--- src/rtl/seg_scan_driver.sv ---
// seg_scan_driver: scans Cont/Pc/led onto a 4-digit active-low 7-segment display.
// Every digit slot is preceded by a blank slot, and all three inputs are snapshotted once per frame.
module seg_scan_driver #(
  parameter int SCAN_DIV = 16
) (
  input  logic       fastclk,
  input  logic       rst,
  input  logic [3:0] Cont,
  input  logic [3:0] Pc,
  input  logic       led,
  output logic [3:0] an,
  output logic [6:0] seg,
  output logic       frame_pulse
);
  localparam logic [15:0] LAST = 16'(SCAN_DIV - 1);
  localparam logic [6:0] HEX [16] = '{
    7'b1000000, 7'b1111001, 7'b0100100, 7'b0110000,
    7'b0011001, 7'b0010010, 7'b0000010, 7'b1111000,
    7'b0000000, 7'b0010000, 7'b0001000, 7'b0000011,
    7'b1000110, 7'b0100001, 7'b0000110, 7'b0001110
  };
  typedef enum logic {BLANK, DRIVE} phase_t;
  phase_t      phase, phase_nxt;
  logic [1:0]  d, d_nxt;
  logic [15:0] pre;
  logic [3:0]  sh_cont, sh_pc, cont_v, pc_v, digit, an_nxt;
  logic [6:0]  seg_nxt;
  logic        sh_led, led_v, tick, snap, dark;
  // Outputs are registered from the next state, so the snapshot taken on the
  // tick that leaves BLANK(0) is bypassed straight into the DRIVE(0) digit.
  always_comb begin
    tick      = pre == LAST;
    snap      = tick && phase == BLANK && d == 2'd0;
    phase_nxt = tick ? (phase == BLANK ? DRIVE : BLANK) : phase;
    d_nxt     = (tick && phase == DRIVE) ? d + 2'd1 : d;
    cont_v    = snap ? Cont : sh_cont;
    pc_v      = snap ? Pc : sh_pc;
    led_v     = snap ? led : sh_led;
    digit     = d_nxt == 2'd0 ? cont_v : d_nxt == 2'd1 ? pc_v : {3'b0, led_v};
    dark      = phase_nxt == BLANK || d_nxt == 2'd3;
    an_nxt    = dark ? 4'hF : ~(4'b0001 << d_nxt);
    seg_nxt   = dark ? 7'h7F : HEX[digit];
  end
  always_ff @(posedge fastclk or negedge rst)
    if (!rst) begin
      pre   <= '0;
      phase <= BLANK;
      d     <= '0;
    end else begin
      pre   <= tick ? '0 : pre + 16'd1;
      phase <= phase_nxt;
      d     <= d_nxt;
    end
  always_ff @(posedge fastclk or negedge rst)
    if (!rst) {sh_cont, sh_pc, sh_led} <= '0;
    else if (snap) {sh_cont, sh_pc, sh_led} <= {Cont, Pc, led};
  always_ff @(posedge fastclk or negedge rst)
    if (!rst) begin
      an          <= 4'hF;
      seg         <= 7'h7F;
      frame_pulse <= 1'b0;
    end else begin
      an          <= an_nxt;
      seg         <= seg_nxt;
      frame_pulse <= snap;
    end
endmodule

--- config.mk ---
export PLATFORM = sky130hd
export DESIGN_NAME = seg_scan_driver
export DESIGN_NICKNAME = d
export VERILOG_FILES = /design/src/rtl/seg_scan_driver.sv
export SDC_FILE = /design/constraint.sdc
export NUM_CORES = 1
export LEC_CHECK = 0
export CORE_MARGIN = 2
export CORE_UTILIZATION = 55
export DETAILED_ROUTE_END_ITERATION = 12
export PLACE_DENSITY = 0.88
export SYNTH_ARGS = -nofsm -noshare
export SYNTH_HDL_FRONTEND = slang
export SYNTH_SLANG_ARGS = --single-unit
--- constraint.sdc ---
create_clock -name fastclk -period 3.48 [get_ports fastclk]
set_input_delay 0.696 -clock fastclk [delete_from_list [all_inputs] [get_ports fastclk]]
set_output_delay 0.696 -clock fastclk [all_outputs]
set_load 0.005 [all_outputs]
==> summary.md <==
| Metric | Value |
|---|---|
| Result of the run | `finished, final reports clean` |
| Maximum vdd ir drop | `0.2285 mV` |
| Number of gates resized after CTS | `0` |
| Insertion delay to the later sink of the worst-skew pair | `0.35 ns` |
| Clock power frac | `28.6%` |
| Yosys top cell area share | `between 30 and 40%` |
| Gate count of the mapped netlist | `176` |
| Reg2reg setup slack | `0.12 ns` |
| Die boundary width | `approximately 64 um` |
| Number of nets with antenna violations after routing | `0` |
| Clock sinks | `40` |
| Number of instances in the placed design | `~240` |
| Mean Syn Cell Area | `around 11 um2` |
| Most area-hungry cell type in the Yosys netlist | `dfrtp_1` |
| Seq/Total Area, Yosys | `50.94%` |
| Critical Path Max Stage Delay | `0.54 ns` |
| Yosys warnings | `0` |
| Kind of path behind the tightest hold check | `input port to asynchronous set/reset pin` |
| Post-CTS clock slew at the launch and capture registers of the worst setup and hold paths | `0.12 ns` |
| Total count of max-transition violations in the final report | `0` |
| Fraction of layout instances using a drive strength above 1 | `18.63%` |
| Utilization after layout | `68.53%` |
| Drt wl/cell | `16.22 um` |
| Number of buffers added by the clock tree synthesis step | `5` |
| Final weighted congestion in routability-driven placement | `0.8881` |
| Aggregate global-route resource usage | `21.74%` |
| Async set or reset register ratio after synthesis | `100.0%` |
| Number of post-CTS setup repair buffers | `0` |
| Final min period | `3.363 ns` |
| Top achievable clock speed | `between 200 and 300 MHz` |
| Internal Power | `0.0006033 W` |
| Combinational Power Share | `10.2%` |
| Final setup skew | `0.007947 ns` |
| Kind of critical path | `flop to flop` |
| Number of enable flip-flop cells after synthesis | `0` |
| DR vias/cell | `5.856` |
| Clock tree from TritonCTS | `built` |
| CTS H-tree depth | `2` |
| Static Leak | `between 1 and 1.5 nW` |
| Critical-path cell list | `nor4_2 -> and4_4 -> ha_2 -> xor2_4 -> mux2i_2 -> inv_1 -> mux4_2 -> inv_2 -> ha_1 -> o211ai_1 -> nand3_1` |
| Unrepaired setup endpoints after global routing | `no` |
| Peak fanout along the critical path | `6` |
| Most used flip-flop cell after synthesis | `dfrtp_1` |
| Top library cells by usage in the layout, fill and taps aside | `dfrtp_1 (29), clkdlybuf4s50_1 (21), nand2_1 (12)` |
| Port bufs | `22` |
| Number of DRC violations after detailed routing | `0` |
| Final setup viols | `0` |
| Maximum number of pins on one net before global-route repair | `41` |
| Standard cell core area | `3416 um2` |
| Unique cell type count in the Yosys netlist | `45` |
| # Max-Cap Violations | `0` |
| Power density over cell area | `339.9 nW/um2` |
| R2R cell count | `11` |
| Number of hold buffers added after cts | `0` |
| Share of power burned in registers | `61.2%` |
| Flip-flop and latch count after synthesis | `40` |
| Detailed placer's ending HPWL | `2.939 mm` |
| Mapped Nets | `197` |
| WL final | `a little over 4 mm` |
| Buffer cell driving the clock tree root | `clkbuf_4` |
| Clock Tree Buf Depth | `2` |
| Top area cells in the synthesized netlist | `dfrtp_1 (36%), dfstp_2 (15%), ha_1 (6.3%)` |
| Data required, critical path | `3.73 ns` |
| Final total negative setup slack | `0 ns` |
| Number of inserted diodes | `0` |
| Vias in the first global route | `approximately 1500` |
| Initial Utilization | `58.32%` |
| Final count of hold timing violations | `0` |
| Violation count after the first detailed-route iteration | `approximately 140` |
| Number of vias in the routed layout | `1464` |
| I/O pin count | `23` |
| Mapped Area | `1992 um2` |
| Antenna violations before repair | `0` |
| Rows | `21` |
| Post-layout net count | `between 200 and 250` |
| First-pass detailed-route iteration total | `6` |
| First-pass GRT wire length | `6.796 mm` |
| Net switching power | `0.0001924 W` |
| P&R area growth vs syn | `17.53%` |
| Cell type of the slowest stage on the worst timing path | `mux4_2` |
| Design Power | `0.0007958 W` |
| Total congestion overflow after global routing | `0` |
| Worst slew slack as a fraction of its limit | `43.40%` |
| Total Die Area | `4119 um2` |
| Share of the clock period used by the worst path after layout | `96.65%` |
| Fraction of power spent switching nets | `between 20% and 30%` |
| CP Launch Type | `flop` |
| Most common cell after layout, fill and taps aside | `dfrtp_1` |
| Worst slew pin tran | `0.8490 ns` |
| Worst Setup End Kind | `flop` |
| Worst Path Arrival | `about 3.6 ns` |
| Die Height | `roughly 64 um` |
| Non-filler cells, final | `250` |
## cell type report
| type | instances | area, um2 |
|---|---|---|
| clock buffers | 7 | 45.04 |
| flip-flops and latches | 40 | 1015 |
| clock inverters | 1 | 5.005 |
| repair buffers | 24 | 230.2 |
| inverters | 11 | 41.29 |
| multi-input cells | 121 | 947.2 |
| well taps | 46 | 57.56 |
| fillers | 253 | 1075 |
## logic make-up after synthesis
group	Yosys count	share of synthesized area [%]
adder cells (fa/ha/maj)	10	6.281
buffers and inverters	15	3.266
XOR/XNOR	15	6.973
other	1	0.1883
flip-flops	40	50.94
AND/OR/NAND/NOR	59	16.02
multiplexers	11	6.721
AO/OA/AOI/OAI	25	9.611
## metal layers
| layer | part of all wire [%] | global-route usage [%] | vias up |
|---|---|---|---|
| met2 | 54 | 39.32 | 60 |
| li1 | - | - | 669 |
| met4 | 2.5 | 9.574 | 0 |
| met3 | 5.8 | 6.162 | 13 |
| met5 | 0 | 0 | - |
| met1 | 38 | 23.46 | 722 |
## stage by stage
step                      hold WS (ns)  area, um2  setup WS [ns]
after floorplan                 0.4004       1992         0.3195
after global placement          0.4499       2256         0.2730
after detailed placement        0.4815       2256        0.04906
after CTS                       0.4637       2306        0.01507
after global routing            0.5024       2341        0.01106
final                           0.4354       2341         0.1167
## critical path, delay by kind of cell (launching register included)
kind                       cells  cell delay, ns
muxes                          2            0.83
and+or+nand+nor                3            0.79
adders and majority gates      2            0.51
DFF                            1            0.48
xor gates and xnor gates       1            0.25
AOI/OAI and AO/OA              1            0.22
buffers and inverters          2            0.19
## synth_stat cells, drive strengths merged (2+ instances only)
| cell | instances |
|---|---|
| o21ai | 3 |
| xnor2 | 11 |
| clkbuf | 2 |
| ha | 10 |
| nand2 | 14 |
| or2 | 4 |
| and3 | 7 |
| buf | 2 |
| inv | 10 |
| xor2 | 4 |
| nor2 | 11 |
| dfrtp | 29 |
| nor4 | 3 |
| o22ai | 5 |
| nand4 | 3 |
| a21boi | 4 |
| nor3b | 2 |
| dfstp | 11 |
| mux2i | 4 |
| a21oi | 2 |
| mux2 | 6 |
| nand3 | 8 |
| a221oi | 3 |
| o221ai | 4 |
| nor2b | 3 |
## worst paths after layout
check | start | end
min in group fastclk | pre[15]$_DFF_PN0_ | pre[15]$_DFF_PN0_
max | pre[6]$_DFF_PN0_ | seg[1]$_DFF_PN1_
min reg2reg | pre[15]$_DFF_PN0_ | pre[15]$_DFF_PN0_
max in group asynchronous | rst | frame_pulse$_DFF_PN0_
max reg2reg | pre[6]$_DFF_PN0_ | seg[1]$_DFF_PN1_
min | rst | pre[7]$_DFF_PN0_
## flip-flops by register name (all words and copies together), names as in the netlist, named ones only
signal       flops
sh_pc            4
pre             16
sh_cont          3
an               4
seg              7
frame_pulse      1
d                2
sh_led           1
phase            1
## power by group through the flow
stage | registers (W) | logic [W] | clock network [W]
2_1_floorplan | 0.000496 | 0.0000337 | 0
3_3_place_gp | 0.000495 | 0.0000744 | 0
3_5_place_dp | 0.000496 | 0.0000789 | 0
4_1_cts | 0.000487 | 0.0000793 | 0.000236
5_1_grt | 0.000489 | 0.0000884 | 0.000257
6_report | 0.000487 | 0.0000809 | 0.000228
(Power assumes the default switching activity.)
